**config.mk**
```make
export PLATFORM = sky130hd
export DESIGN_NAME = i2c_cmd_queue_flat
export DESIGN_NICKNAME = d
export VERILOG_FILES = /design/src/rtl/i2c_cmd_queue_if.sv /design/src/rtl/i2c_cmd_queue.sv /design/src/flat_wrapper.sv
export SDC_FILE = /design/constraint.sdc
export NUM_CORES = 1
export LEC_CHECK = 0
export ABC_AREA = 1
export CORE_MARGIN = 2
export CORE_UTILIZATION = 30
export CTS_CLUSTER_DIAMETER = 30
export DETAILED_ROUTE_END_ITERATION = 16
export PLACE_DENSITY_LB_ADDON = 0.05
export SLEW_MARGIN = 20
export SYNTH_ARGS = -nofsm -noshare
export SYNTH_HDL_FRONTEND = slang
export SYNTH_SLANG_ARGS = --single-unit
```
**constraint.sdc**
```tcl
create_clock -name clk -period 2.3 [get_ports clk]
set_input_delay 0.46 -clock clk [delete_from_list [all_inputs] [get_ports clk]]
set_output_delay 0.46 -clock clk [all_outputs]
set_load 0.005 [all_outputs]
```
**src/rtl/i2c_cmd_queue_if.sv**
```systemverilog
// Bundles the software-facing command/response FIFO signals and the
// i2c_controller strobe/status pair seen by the command sequencer.
interface i2c_cmd_queue_if #(
  parameter int C_DEPTH_LOG2 = 3
);
  logic                    cmd_push_i;
  logic [10:0]             cmd_data_i;
  logic                    cmd_full_o;
  logic [C_DEPTH_LOG2:0]   cmd_count_o;
  logic                    overflow_o;
  logic                    flush_i;
  logic                    rsp_pop_i;
  logic [8:0]              rsp_data_o;
  logic                    rsp_valid_o;
  logic                    idle_o;
  logic                    i2c_cmd_pulse_o;
  logic [10:0]             i2c_ctrl_reg_o;
  logic [9:0]              i2c_status_reg_i;

  modport master (
    output cmd_push_i, cmd_data_i, flush_i, rsp_pop_i, i2c_status_reg_i,
    input  cmd_full_o, cmd_count_o, overflow_o, rsp_data_o, rsp_valid_o,
           idle_o, i2c_cmd_pulse_o, i2c_ctrl_reg_o
  );

  modport slave (
    input  cmd_push_i, cmd_data_i, flush_i, rsp_pop_i, i2c_status_reg_i,
    output cmd_full_o, cmd_count_o, overflow_o, rsp_data_o, rsp_valid_o,
           idle_o, i2c_cmd_pulse_o, i2c_ctrl_reg_o
  );
endinterface

```
**src/rtl/i2c_cmd_queue.sv**
```systemverilog
// Command sequencer: queues I2C command words, issues them one at a time to
// i2c_controller and collects one 9-bit result per command.
module i2c_cmd_queue #(
  parameter int C_DEPTH_LOG2 = 3
) (
  input  logic            clk,
  input  logic            rst,
  i2c_cmd_queue_if.slave  bus
);
  localparam int DEPTH = 1 << C_DEPTH_LOG2;
  localparam int PW    = C_DEPTH_LOG2 + 1;
  localparam logic [PW-1:0] PTR_ONE  = PW'(1);
  localparam logic [PW-1:0] PTR_ZERO = '0;

  typedef enum logic [1:0] {IDLE, ISSUE, WAIT_BUSY, WAIT_DONE} state_t;

  state_t        state_reg, state_next;
  logic [PW-1:0] cmd_wr_reg, cmd_wr_next, cmd_rd_reg, cmd_rd_next;
  logic [PW-1:0] rsp_wr_reg, rsp_wr_next, rsp_rd_reg, rsp_rd_next;
  logic          overflow_reg, overflow_next;
  logic [10:0]   ctrl_reg;
  logic [10:0]   cmd_mem [DEPTH];
  logic [8:0]    rsp_mem [DEPTH];

  logic cmd_empty, cmd_full, rsp_empty, rsp_full;
  logic push_ok, issue, done, busy;

  assign busy      = bus.i2c_status_reg_i[9];
  assign cmd_empty = (cmd_wr_reg == cmd_rd_reg);
  assign cmd_full  = (cmd_wr_reg[C_DEPTH_LOG2-1:0] == cmd_rd_reg[C_DEPTH_LOG2-1:0]) &&
                     (cmd_wr_reg[C_DEPTH_LOG2] != cmd_rd_reg[C_DEPTH_LOG2]);
  assign rsp_empty = (rsp_wr_reg == rsp_rd_reg);
  assign rsp_full  = (rsp_wr_reg[C_DEPTH_LOG2-1:0] == rsp_rd_reg[C_DEPTH_LOG2-1:0]) &&
                     (rsp_wr_reg[C_DEPTH_LOG2] != rsp_rd_reg[C_DEPTH_LOG2]);
  assign push_ok   = bus.cmd_push_i && !cmd_full && !bus.flush_i;

  // Issue only with a free response slot so the result always has a home.
  always_comb begin
    state_next = state_reg;
    issue      = 1'b0;
    done       = 1'b0;
    case (state_reg)
      IDLE: begin
        if (!cmd_empty && !rsp_full && !bus.flush_i) begin
          state_next = ISSUE;
          issue      = 1'b1;
        end
      end
      ISSUE:     state_next = WAIT_BUSY;
      WAIT_BUSY: if (busy) state_next = WAIT_DONE;
      WAIT_DONE: begin
        if (!busy) begin
          state_next = IDLE;
          done       = 1'b1;
        end
      end
      default:   state_next = IDLE;
    endcase
  end

  // Flush keeps only the entry the controller is currently working on.
  always_comb begin
    cmd_rd_next   = cmd_rd_reg + (done ? PTR_ONE : PTR_ZERO);
    cmd_wr_next   = cmd_wr_reg + (push_ok ? PTR_ONE : PTR_ZERO);
    overflow_next = overflow_reg || (bus.cmd_push_i && cmd_full);
    rsp_rd_next   = rsp_rd_reg + ((bus.rsp_pop_i && !rsp_empty) ? PTR_ONE : PTR_ZERO);
    rsp_wr_next   = rsp_wr_reg + (done ? PTR_ONE : PTR_ZERO);
    if (bus.flush_i) begin
      cmd_wr_next   = cmd_rd_reg + ((state_reg != IDLE) ? PTR_ONE : PTR_ZERO);
      overflow_next = 1'b0;
      rsp_rd_next   = rsp_wr_reg;
    end
  end

  always_ff @(posedge clk or posedge rst) begin
    if (rst) begin
      state_reg    <= IDLE;
      cmd_wr_reg   <= '0;
      cmd_rd_reg   <= '0;
      rsp_wr_reg   <= '0;
      rsp_rd_reg   <= '0;
      overflow_reg <= 1'b0;
      ctrl_reg     <= '0;
    end else begin
      state_reg    <= state_next;
      cmd_wr_reg   <= cmd_wr_next;
      cmd_rd_reg   <= cmd_rd_next;
      rsp_wr_reg   <= rsp_wr_next;
      rsp_rd_reg   <= rsp_rd_next;
      overflow_reg <= overflow_next;
      if (issue) ctrl_reg <= cmd_mem[cmd_rd_reg[C_DEPTH_LOG2-1:0]];
    end
  end

  always_ff @(posedge clk) begin
    if (push_ok) cmd_mem[cmd_wr_reg[C_DEPTH_LOG2-1:0]] <= bus.cmd_data_i;
    if (done)    rsp_mem[rsp_wr_reg[C_DEPTH_LOG2-1:0]] <= bus.i2c_status_reg_i[8:0];
  end

  assign bus.cmd_full_o      = cmd_full;
  assign bus.cmd_count_o     = cmd_wr_reg - cmd_rd_reg;
  assign bus.overflow_o      = overflow_reg;
  assign bus.rsp_valid_o     = !rsp_empty;
  assign bus.rsp_data_o      = rsp_empty ? 9'h000 : rsp_mem[rsp_rd_reg[C_DEPTH_LOG2-1:0]];
  assign bus.idle_o          = (state_reg == IDLE) && cmd_empty;
  assign bus.i2c_cmd_pulse_o = (state_reg == ISSUE);
  assign bus.i2c_ctrl_reg_o  = ctrl_reg;
endmodule
```
**src/flat_wrapper.sv**
```systemverilog
// flat-port wrapper written by rule: the top's interface ports become plain ports
module i2c_cmd_queue_flat 
#(
  parameter int C_DEPTH_LOG2 = 3
)
  (clk, rst, bus_cmd_push_i, bus_cmd_data_i, bus_flush_i, bus_rsp_pop_i, bus_i2c_status_reg_i, bus_cmd_full_o, bus_cmd_count_o, bus_overflow_o, bus_rsp_data_o, bus_rsp_valid_o, bus_idle_o, bus_i2c_cmd_pulse_o, bus_i2c_ctrl_reg_o);
  i2c_cmd_queue_if #(.C_DEPTH_LOG2(C_DEPTH_LOG2)) bus_i ();
  input  logic clk;
  input  logic rst;
  input wire logic [$bits(bus_i.cmd_push_i)-1:0] bus_cmd_push_i;
  input wire logic [$bits(bus_i.cmd_data_i)-1:0] bus_cmd_data_i;
  input wire logic [$bits(bus_i.flush_i)-1:0] bus_flush_i;
  input wire logic [$bits(bus_i.rsp_pop_i)-1:0] bus_rsp_pop_i;
  input wire logic [$bits(bus_i.i2c_status_reg_i)-1:0] bus_i2c_status_reg_i;
  output wire logic [$bits(bus_i.cmd_full_o)-1:0] bus_cmd_full_o;
  output wire logic [$bits(bus_i.cmd_count_o)-1:0] bus_cmd_count_o;
  output wire logic [$bits(bus_i.overflow_o)-1:0] bus_overflow_o;
  output wire logic [$bits(bus_i.rsp_data_o)-1:0] bus_rsp_data_o;
  output wire logic [$bits(bus_i.rsp_valid_o)-1:0] bus_rsp_valid_o;
  output wire logic [$bits(bus_i.idle_o)-1:0] bus_idle_o;
  output wire logic [$bits(bus_i.i2c_cmd_pulse_o)-1:0] bus_i2c_cmd_pulse_o;
  output wire logic [$bits(bus_i.i2c_ctrl_reg_o)-1:0] bus_i2c_ctrl_reg_o;
  assign bus_i.cmd_push_i = bus_cmd_push_i;
  assign bus_i.cmd_data_i = bus_cmd_data_i;
  assign bus_i.flush_i = bus_flush_i;
  assign bus_i.rsp_pop_i = bus_rsp_pop_i;
  assign bus_i.i2c_status_reg_i = bus_i2c_status_reg_i;
  assign bus_cmd_full_o = bus_i.cmd_full_o;
  assign bus_cmd_count_o = bus_i.cmd_count_o;
  assign bus_overflow_o = bus_i.overflow_o;
  assign bus_rsp_data_o = bus_i.rsp_data_o;
  assign bus_rsp_valid_o = bus_i.rsp_valid_o;
  assign bus_idle_o = bus_i.idle_o;
  assign bus_i2c_cmd_pulse_o = bus_i.i2c_cmd_pulse_o;
  assign bus_i2c_ctrl_reg_o = bus_i.i2c_ctrl_reg_o;
  i2c_cmd_queue #(.C_DEPTH_LOG2(C_DEPTH_LOG2)) u_core (.clk(clk), .rst(rst), .bus(bus_i));
endmodule
```
==> impl_metrics.yaml, run 1 <==
synth:
  synth_cells: 713
  netlist_area_mm2: 0.00811
  ys_types: 32
  syn_avg_cell_area_um2: 11.4
  synthFlopType: "edfxtp_1"
  synth_nets: 757
  synth_edf_count: 160
  ys_seq_area_frac: 0.685
  synth-async-reset-ratio: 0.158
  ys_ff_latch: 190
  ys.warnings.count: 0
die:
  core_area_mm2: 0.0267
  die_y_um: 168
  die_x_um: 168
  num_rows: 60
  start_util: 0.304
  boundaryPins: 55
  dieArea_mm2: 0.0284
status:
  outcome: "completed"
critical_path:
  crit_chain: "inv_4, buf_12, buf_4, o21ai_0, o22ai_1, nor2_1, nor2_1, buf_2"
  cp_slowest_cell: "dfrtp_2"
  cp-end-kind: "output pin"
  critPathTopFamily: "flip-flops"
  arrival_ns: 1.81
  crit_type: "reg2out"
  cp-start-kind: "flip-flop"
  required_ns: 1.84
  path_buf_inv: 4
  cpMostUsedCell: "nor2_1"
  cpPeakStageDelay_ns: 0.46
  cp_max_fo: 7
grt:
  grt_pass1_wl_mm: 31.8
  grt_pass1_vias: 5404
  grt_use_total: 0.149
  grt_antenna_before_repair: 0
  gr-total-overflow: 0
  grt_max_degree: 48
layout:
  antennaDiodeCount: 0
  area_delta_synth_final_pct: 29.9
  stdcell_area_mm2: 0.0105
  fillCellCount: 2565
  layout_common_cells: "160 x edfxtp_1, 142 x nand2_1, 123 x nor2_1"
  largest_register_ffs: 88
  multiInputGateArea_mm2: 0.00244
  fin_cells: 1186
  drive_gt1_frac: 0.220
  final_common_cell: "edfxtp_1"
  fin_nets: 876
  regArea_mm2: 0.00556
timing:
  min_period_ns: 2.27
  fin_skew_ns: 0.0220
  finalSetupViolCount: 0
  hold_slack_ns: 0.411
  period_share: 0.987
  fmax_mhz: 440
  max_slew.worst_pin.slew_ns: 0.457
  finalHoldViolations: 0
  tns_ns: 0
  relSlewSlack: 0.695
  slew_viol_final: 0
  rsz0062_at_grt: "yes"
power_and_ir_drop:
  p_per_area_mw_per_mm2: 1300
  switchingPower_mw: 5.19
  ir_worst_vdd_mv: 0.613
  p_leak_nw: 4.07
  finalPower_mw: 13.7
  clockPowerShare: 0.232
  power.internal_mw: 8.47
  pwr-share-comb: 0.445
  switching_share: 0.380
  pwr-share-seq: 0.323
cts:
  clk_pin_slew_ns: 0.08
  cts_buffer_depth: 2
  tritoncts: "built"
  insertion_delay_ns: 0.44
  cts_buffers: 17
  cts_sinks: 190
  cts-root-buf: "clkbuf_16"
  cts-htree-levels: 4
routing:
  dr.first_iter.drc_count: 286
  wl_per_cell_um: 17.2
  firstDrtPassIters: 4
  num_vias: 5410
  drc: 0
  antenna_left: 0
  wl_mm: 20.4
  vias_per_cell: 4.56
job:
  maxCapViolCount: 0
min_path:
  hp-class: "in2async"
placement:
  gp_congestion: 0.723
  port-buffer-count: 54
  dp_hpwl_mm: 13.0
  place_inst: 1125
  dpl_cell_area_mm2: 0.00937
[layout make-up]
class,count,area share
Sequential cell,190,0.527
Clock inverter,15,0.0209
Multi-Input combinational cell,453,0.232
Tap cell,341,0.0405
Timing Repair Buffer,133,0.125
Clock buffer,17,0.0404
Inverter,37,0.0140
[what timing repair did]
item,4_1_cts,5_1_grt
pin swaps,23,25
gates cloned,1,1
gates resized for setup,101,50
setup buffers,17,11
endpoints found under the hold margin,0,0
setup endpoints to repair,15,40
hold buffers,0,0
[cells in the mapped netlist, types with 2 or more instances]
master,n,share of area
edfxtp_1,160,0.59
nand2_1,145,0.067
nor2_1,132,0.061
o21ai_0,73,0.045
inv_1,32,0.015
dfrtp_1,30,0.093
o21ai_1,30,0.019
o22ai_1,19,0.015
ha_1,17,0.026
buf_2,14,0.0086
nand3_1,8,0.0049
xor2_1,7,0.0076
buf_6,6,0.0083
buf_4,5,0.0046
clkbuf_1,5,0.0023
nand2_2,5,0.0039
clkbuf_2,3,0.0018
inv_2,3,0.0014
xnor2_1,3,0.0032
a21oi_1,2,0.0012
inv_4,2,0.0015
o21ai_2,2,0.0022
[final timing paths]
path,cells past startpoint,end,startpoint,slack (ns)
min in group clk,2,u_core.bus.i2c_ctrl_reg_o[4],u_core.bus.i2c_ctrl_reg_o[4],0.49
max reg2reg,9,u_core.cmd_mem[3][0],u_core.cmd_wr_reg[0],0.19
max in group asynchronous,3,u_core.rsp_rd_reg[1],rst,1.55
min reg2reg,2,u_core.bus.i2c_ctrl_reg_o[4],u_core.bus.i2c_ctrl_reg_o[4],0.49
max,8,bus_rsp_data_o[0],u_core.rsp_rd_reg[0],0.03
min,3,u_core.state_reg[0],rst,0.41
[tightest hold or removal path, delay by kind of cell]
family,cells,cell delay [ns]
buffers and inverters,3,0.81
[power groups by stage]
| stage | sequential, mW | combinational [mW] | clock (mW) |
|---|---|---|---|
| 5_1_grt | 4.47 | 6.80 | 3.38 |
| 6_report | 4.42 | 6.07 | 3.17 |
| 3_5_place_dp | 4.47 | 5.26 | 0 |
| 4_1_cts | 4.41 | 5.77 | 3.23 |
| 2_1_floorplan | 4.44 | 3.06 | 0 |
| 3_3_place_gp | 4.46 | 5.27 | 0 |
[logic make-up (layout without fill, tap and decap cells)]
| kind of cell | after synthesis | in the layout | share of synthesized area |
|---|---|---|---|
| AND/OR/NAND/NOR | 295 | 295 | 0.146 |
| XOR/XNOR | 11 | 11 | 0.0128 |
| buffers and inverters | 70 | 202 | 0.0435 |
| AO/OA/AOI/OAI | 129 | 129 | 0.0847 |
| flip-flops | 190 | 190 | 0.685 |
| adder cells (fa/ha/maj) | 18 | 18 | 0.0287 |
[routing by layer]
metal	track usage	vias to the layer above	share of wire
met1	0.194	2653	0.46
met2	0.257	64	0.51
met5	0	-	0
li1	-	2684	-
met4	0.0364	0	0.0093
met3	0.0267	9	0.021
[metrics by stage]
stage	utilization	worst slack (ns)
2_1_floorplan	-	-0.0994
3_3_place_gp	0.351	0.0116
3_5_place_dp	0.351	0.0357
4_1_cts	0.387	-0.0631
5_1_grt	0.394	-0.0603
6_report	0.394	0.0291
No activity file was read; power rests on OpenSTA's default activity.
==> run 2: changes to the inputs <==
--- a/config.mk
+++ b/config.mk
@@ -7,9 +7,10 @@
 export LEC_CHECK = 0
 export ABC_AREA = 1
 export CORE_MARGIN = 2
-export CORE_UTILIZATION = 30
+export CORE_UTILIZATION = 50
 export CTS_CLUSTER_DIAMETER = 30
 export DETAILED_ROUTE_END_ITERATION = 16
+export GPL_TIMING_DRIVEN = 0
 export PLACE_DENSITY_LB_ADDON = 0.05
 export SLEW_MARGIN = 20
 export SYNTH_ARGS = -nofsm -noshare
==> run 2 against run 1 <==
  * The flow now finishes with violations (negative setup slack)
  * Sequential power hardly changed
  * Clock power is 6.3% lower
  * Utilization is 24 points higher
  * Die area is 39% lower
  * Final cell count is 12% lower
  * Combinational power is 3% lower
  * First-iteration DRC count is 46% higher
==> impl_metrics.yaml, run 2 (synthesis gave the netlist of run 1 again) <==
critical_path:
  cp-start-kind: "flip-flop"
  cp-end-kind: "output pin"
  path_buf_inv: 4
  cpMostUsedCell: "nand2_2"
  arrival_ns: 1.91
  r2r-start: "u_core.state_reg[0]"
  cp_max_fo: 7
  crit_chain: "buf_6, inv_8, nand2_2, nand2_2, and3_4, nand2_8, buf_4, o21ai_2, nor2_1, clkbuf_2"
  cpPeakStageDelay_ns: 0.41
  worstRegToRegCells: 5
  r2r_slack_ns: 0.04
  timing.rr.end: "u_core.rsp_mem[4][3]"
  cp_slowest_cell: "dfrtp_1"
  critPathTopFamily: "simple AND/OR/NAND/NOR gates"
  required_ns: 1.84
  crit_type: "reg2out"
timing:
  relSlewSlack: 0.408
  finalSetupViolCount: 2
  fmax_mhz: 423
  min_period_ns: 2.37
  fin_ws_ns: -0.0663
  finalHoldViolations: 0
  max_slew.worst_pin.slew_ns: 0.884
  rsz0062_at_grt: "yes"
  hold_slack_ns: 0.371
  slew_viol_final: 0
  fin_skew_ns: 0.0123
  period_share: 1.03
power_and_ir_drop:
  p_per_area_mw_per_mm2: 1310
  p_leak_nw: 3.87
  ir_worst_vdd_mv: 0.623
  finalPower_mw: 13.3
cts:
  tritoncts: "built"
  clk_pin_slew_ns: 0.06
  cts-root-buf: "clkbuf_16"
  cts_sinks: 190
  cts-htree-levels: 4
  cts_buffer_depth: 2
  insertion_delay_ns: 0.43
  cts_buffers: 17
routing:
  wl_per_cell_um: 18.2
  antenna_left: 0
  vias_per_cell: 5.29
  firstDrtPassIters: 5
  dr.first_iter.drc_count: 417
  drc: 0
  num_vias: 5499
  wl_mm: 18.9
status:
  violations: "negative setup slack"
  outcome: "finished with violations"
grt:
  grt_antenna_before_repair: 0
  gr-total-overflow: 0
  grt_pass1_vias: 5529
  grt_use_total: 0.225
  grt_max_degree: 31
  grt_pass1_wl_mm: 29.7
placement:
  place_inst: 982
  gp_congestion: 0.802
  dp_hpwl_mm: 11.9
  post-place-ws_ns: -0.991
  port-buffer-count: 53
die:
  die_y_um: 131
  num_rows: 46
  boundaryPins: 55
  core_area_mm2: 0.0159
  start_util: 0.511
  dieArea_mm2: 0.0173
  die_x_um: 131
layout:
  final_common_cell: "edfxtp_1"
  fin_nets: 857
  drive_gt1_frac: 0.199
  layout_common_cells: "160 x edfxtp_1, 140 x nand2_1, 116 x nor2_1"
  fin_cells: 1039
  antennaDiodeCount: 0
  fillCellCount: 1244
  largest_register_ffs: 88
  area_delta_synth_final_pct: 24.6
min_path:
  hp-class: "in2reg"
  whs_endpoint: "u_core.cmd_wr_reg[0]"
  hold_start: "bus_flush_i"
  min_path_cells: 3
job:
  maxCapViolCount: 0
## run 2: cell types whose count changed in the layout (fill, tap and decap cells not counted), sizes merged
cell           change
buf               -30
clkbuf            +14
inv                -9
bufinv             +3
clkdlybuf4s15      +1
clkdlybuf4s50      -1
dlygate4sd2        -1
nand2              +1
## run 2: layer usage
metal  share of wire  wire (µm)  track usage  up-vias
li1                -          -            -     2635
met1            0.40       7640        0.275     2705
met2            0.54      10200        0.402      129
met3           0.036        685       0.0367       30
met4           0.022        412       0.0833        0
met5               0          0            0        -
## run 2: final cells by class
cell class / instances / area [µm²] / area share
buffer: 31 / 250 / 0.0247
clock buffer: 21 / 440 / 0.0436
clock inverter: 8 / 143 / 0.0141
inverter: 37 / 163 / 0.0161
multi-input combinational: 454 / 2480 / 0.245
sequential: 190 / 5560 / 0.550
tap: 216 / 270 / 0.0267
timing repair buffer: 81 / 797 / 0.0788
timing repair inverter: 1 / 6.26 / 0.000619
## run 2: how the worst max path moves through the flow
| stage | start | end | depth (start not counted) |
|---|---|---|---|
| 2_1_floorplan | u_core.cmd_rd_reg[2] | u_core.cmd_mem[0][0] | 9 |
| 3_3_place_gp | u_core.cmd_rd_reg[2] | u_core.cmd_mem[4][1] | 9 |
| 3_5_place_dp | u_core.cmd_rd_reg[2] | u_core.cmd_mem[3][0] | 9 |
| 4_1_cts | u_core.rsp_rd_reg[0] | bus_rsp_data_o[2] | 9 |
| 5_1_grt | u_core.state_reg[0] | u_core.rsp_mem[4][4] | 5 |
| 6_report | u_core.rsp_rd_reg[0] | bus_rsp_data_o[8] | 10 |
## run 2: what timing repair did
action,4_1_cts,5_1_grt
resized for setup,81,67
gates cloned,1,1
pin swaps,11,9
hold buffers,0,0
buffers inserted,20,8
setup endpoints to repair,110,175
## run 2: tightest hold or removal path, cell delays in order
cell,delay [ns]
buf_2,0.17
nand2_1,0.08
nand2_1,0.05
## run 2: power breakdown
part,switching [mW],leakage [nW],internal [mW]
Combinational,3.46,1.79,2.41
Sequential,0.261,1.80,4.17
Clock,1.17,0.284,1.80
Total,4.89,3.87,8.38
## run 2: stage by stage
stage                      util  setup TNS [ns]  instance area, µm²
after floorplan               -           -8.75                8110
after global placement    0.561          -95.96                8910
after detailed placement  0.562          -95.66                8920
after CTS                 0.624          -0.848                9910
after global routing      0.637           -3.31               10100
final                     0.637          -0.108               10100
==> run 3: changes to the inputs <==
--- a/config.mk
+++ b/config.mk
@@ -11,7 +11,7 @@
 export CTS_CLUSTER_DIAMETER = 30
 export DETAILED_ROUTE_END_ITERATION = 16
 export GPL_TIMING_DRIVEN = 0
-export PLACE_DENSITY_LB_ADDON = 0.05
+export PLACE_DENSITY_LB_ADDON = 0.3
 export SLEW_MARGIN = 20
 export SYNTH_ARGS = -nofsm -noshare
 export SYNTH_HDL_FRONTEND = slang
==> run 3 against run 2 <==
  * The run still ends with negative setup slack left
  * Critical endpoint is now bus_rsp_data_o[5]
  * Critical path type unchanged
  * Non-clock buffer count grew 13
  * Sequential power is essentially flat
  * Count of clock-buffer cells in the layout fell by 3
  * Setup slack lost 0.026 ns
==> impl_metrics.yaml, run 3 (synthesis gave the netlist of run 1 again) <==
die:
  core_area_mm2: 0.0159
  die_y_um: 131
  start_util: 0.511
  num_rows: 46
  dieArea_mm2: 0.0173
  boundaryPins: 55
  die_x_um: 131
layout:
  largest_register_ffs: 88
  final_common_cell: "edfxtp_1"
  antennaDiodeCount: 0
  area_delta_synth_final_pct: 27.7
  fin_cells: 1055
  layout_common_cells: "160 x edfxtp_1, 140 x nand2_1, 103 x nor2_1"
  fin_nets: 870
  drive_gt1_frac: 0.254
cts:
  cts-root-buf: "clkbuf_16"
  tritoncts: "built"
  clk_pin_slew_ns: 0.07
  cts_buffer_depth: 2
  cts_sinks: 190
  cts-htree-levels: 4
  insertion_delay_ns: 0.43
  cts_buffers: 17
  hold_buffers: 0
grt:
  grt_pass1_wl_mm: 30.9
  grt_max_degree: 31
  grt_pass1_vias: 5769
  gr-total-overflow: 0
  grt_antenna_before_repair: 0
  grt_use_total: 0.235
critical_path:
  cp-end-kind: "output pin"
  crit_type: "reg2out"
  cp-start-kind: "flip-flop"
  crit_chain: "buf_4, clkbuf_4, o21ai_0, o22ai_2, nor2_1, nor2_2, buf_2"
  arrival_ns: 1.93
  required_ns: 1.84
  worstRegToRegCells: 9
  cpPeakStageDelay_ns: 0.41
  r2r-start: "u_core.cmd_rd_reg[1]"
  timing.rr.end: "u_core.cmd_mem[5][7]"
  r2r_slack_ns: 0.06
  critPathTopFamily: "buffers and inverters"
  cp_max_fo: 10
  path_buf_inv: 3
  cp_slowest_cell: "dfrtp_1"
routing:
  antenna_left: 0
  firstDrtPassIters: 7
  wl_per_cell_um: 19.1
  wl_mm: 20.1
  dr.first_iter.drc_count: 647
  drc: 0
  vias_per_cell: 5.55
  num_vias: 5854
placement:
  place_inst: 982
  port-buffer-count: 53
  dp_hpwl_mm: 12.1
  gp_congestion: 0.848
timing:
  hold_slack_ns: 0.356
  finalHoldViolations: 0
  fin_ws_ns: -0.0927
  min_period_ns: 2.39
  finalSetupViolCount: 5
  period_share: 1.04
  slew_viol_final: 0
  fin_skew_ns: 0.00678
  max_slew.worst_pin.slew_ns: 0.637
  relSlewSlack: 0.575
  rsz0062_at_grt: "yes"
  fmax_mhz: 418
power_and_ir_drop:
  pwr-share-comb: 0.477
  pwr-share-seq: 0.321
  clockPowerShare: 0.202
  ir_worst_vdd_mv: 0.638
  finalPower_mw: 13.9
  switchingPower_mw: 5.46
  p_per_area_mw_per_mm2: 1340
  switching_share: 0.392
  power.internal_mw: 8.46
  p_leak_nw: 3.95
status:
  violations: "negative setup slack"
  outcome: "finished with violations"
min_path:
  hp-class: "in2reg"
  whs_endpoint: "u_core.cmd_wr_reg[1]"
  min_path_cells: 3
  hold_start: "bus_flush_i"
job:
  maxCapViolCount: 0
## run 3: cell types whose count changed in the layout (fill, tap and decap cells not counted), moves of 3 or more
cell,before,now
clkbuf_1,5,2
buf_4,23,31
o21ai_1,32,38
buf_6,12,15
buf_2,11,22
inv_6,0,4
clkdlybuf4s15_1,3,0
clkbuf_2,12,4
nor2_2,7,18
clkinvlp_4,1,7
nor2_1,116,103
bufinv_16,4,1
o21ai_0,62,50
o21ai_2,8,13
## run 3: stage by stage
step                      TNS [ns]  worst slack [ns]  utilization  instance area [µm²]
after floorplan              -8.75           -0.0994            -                 8110
after detailed placement   -100.81            -0.963        0.561                 8910
after global placement      -89.82            -0.821        0.561                 8910
final                       -0.188           -0.0927        0.652                10400
after CTS                   -0.267           -0.0840        0.634                10100
after global routing        -0.732            -0.137        0.652                10400
## run 3: cell type report
| cell class | count | area [µm²] |
|---|---|---|
| plain buffers | 29 | 244 |
| repair inverters | 1 | 5.00 |
| well taps | 216 | 270 |
| clock buffers | 18 | 429 |
| multi-input cells | 454 | 2600 |
| flip-flops and latches | 190 | 5560 |
| clock inverters | 14 | 133 |
| repair buffers | 96 | 942 |
| fillers | 1126 | 5520 |
| inverters | 37 | 178 |
## run 3: metal layers
metal  track usage  wire length (µm)
met1         0.319              8340
met2         0.378              9880
met3        0.0586              1560
met4        0.0731               349
met5             0                 0
## run 3: power by group through the flow
stage | sequential (mW) | clock (mW) | combinational (mW)
2_1_floorplan | 4.44 | 0 | 3.06
3_3_place_gp | 4.47 | 0 | 4.90
3_5_place_dp | 4.50 | 0 | 5.02
4_1_cts | 4.44 | 2.84 | 5.91
5_1_grt | 4.51 | 2.99 | 7.16
6_report | 4.47 | 2.81 | 6.64
## run 3: worst reg2reg max path: cells and delay by family, from the launching register on
| kind | cells | cell delay [ns] |
|---|---|---|
| and+or+nand+nor | 5 | 0.86 |
| buffers and inverters | 3 | 0.42 |
| adders and majority gates | 1 | 0.24 |
| DFF | 1 | 0.42 |
## run 3: worst max path at each step
stage	startpoint	to	slack (ns)	cells past startpoint
after floorplan	u_core.cmd_rd_reg[2]	u_core.cmd_mem[0][0]	-0.1	9
after global placement	u_core.cmd_rd_reg[2]	u_core.cmd_mem[5][0]	-0.82	9
after detailed placement	u_core.cmd_rd_reg[2]	u_core.cmd_mem[5][8]	-0.96	9
after CTS	u_core.rsp_rd_reg[1]	bus_rsp_data_o[0]	-0.08	8
after global routing	u_core.rsp_rd_reg[0]	bus_rsp_data_o[5]	-0.14	7
final	u_core.rsp_rd_reg[0]	bus_rsp_data_o[5]	-0.09	7
## run 3: repair_timing
action                     CTS  global route
hold endpoints to repair     0             0
pin swaps                   29            35
gates cloned                 2             2
gates resized for setup    155            69
setup buffers               29            13
setup endpoints to repair  144           121
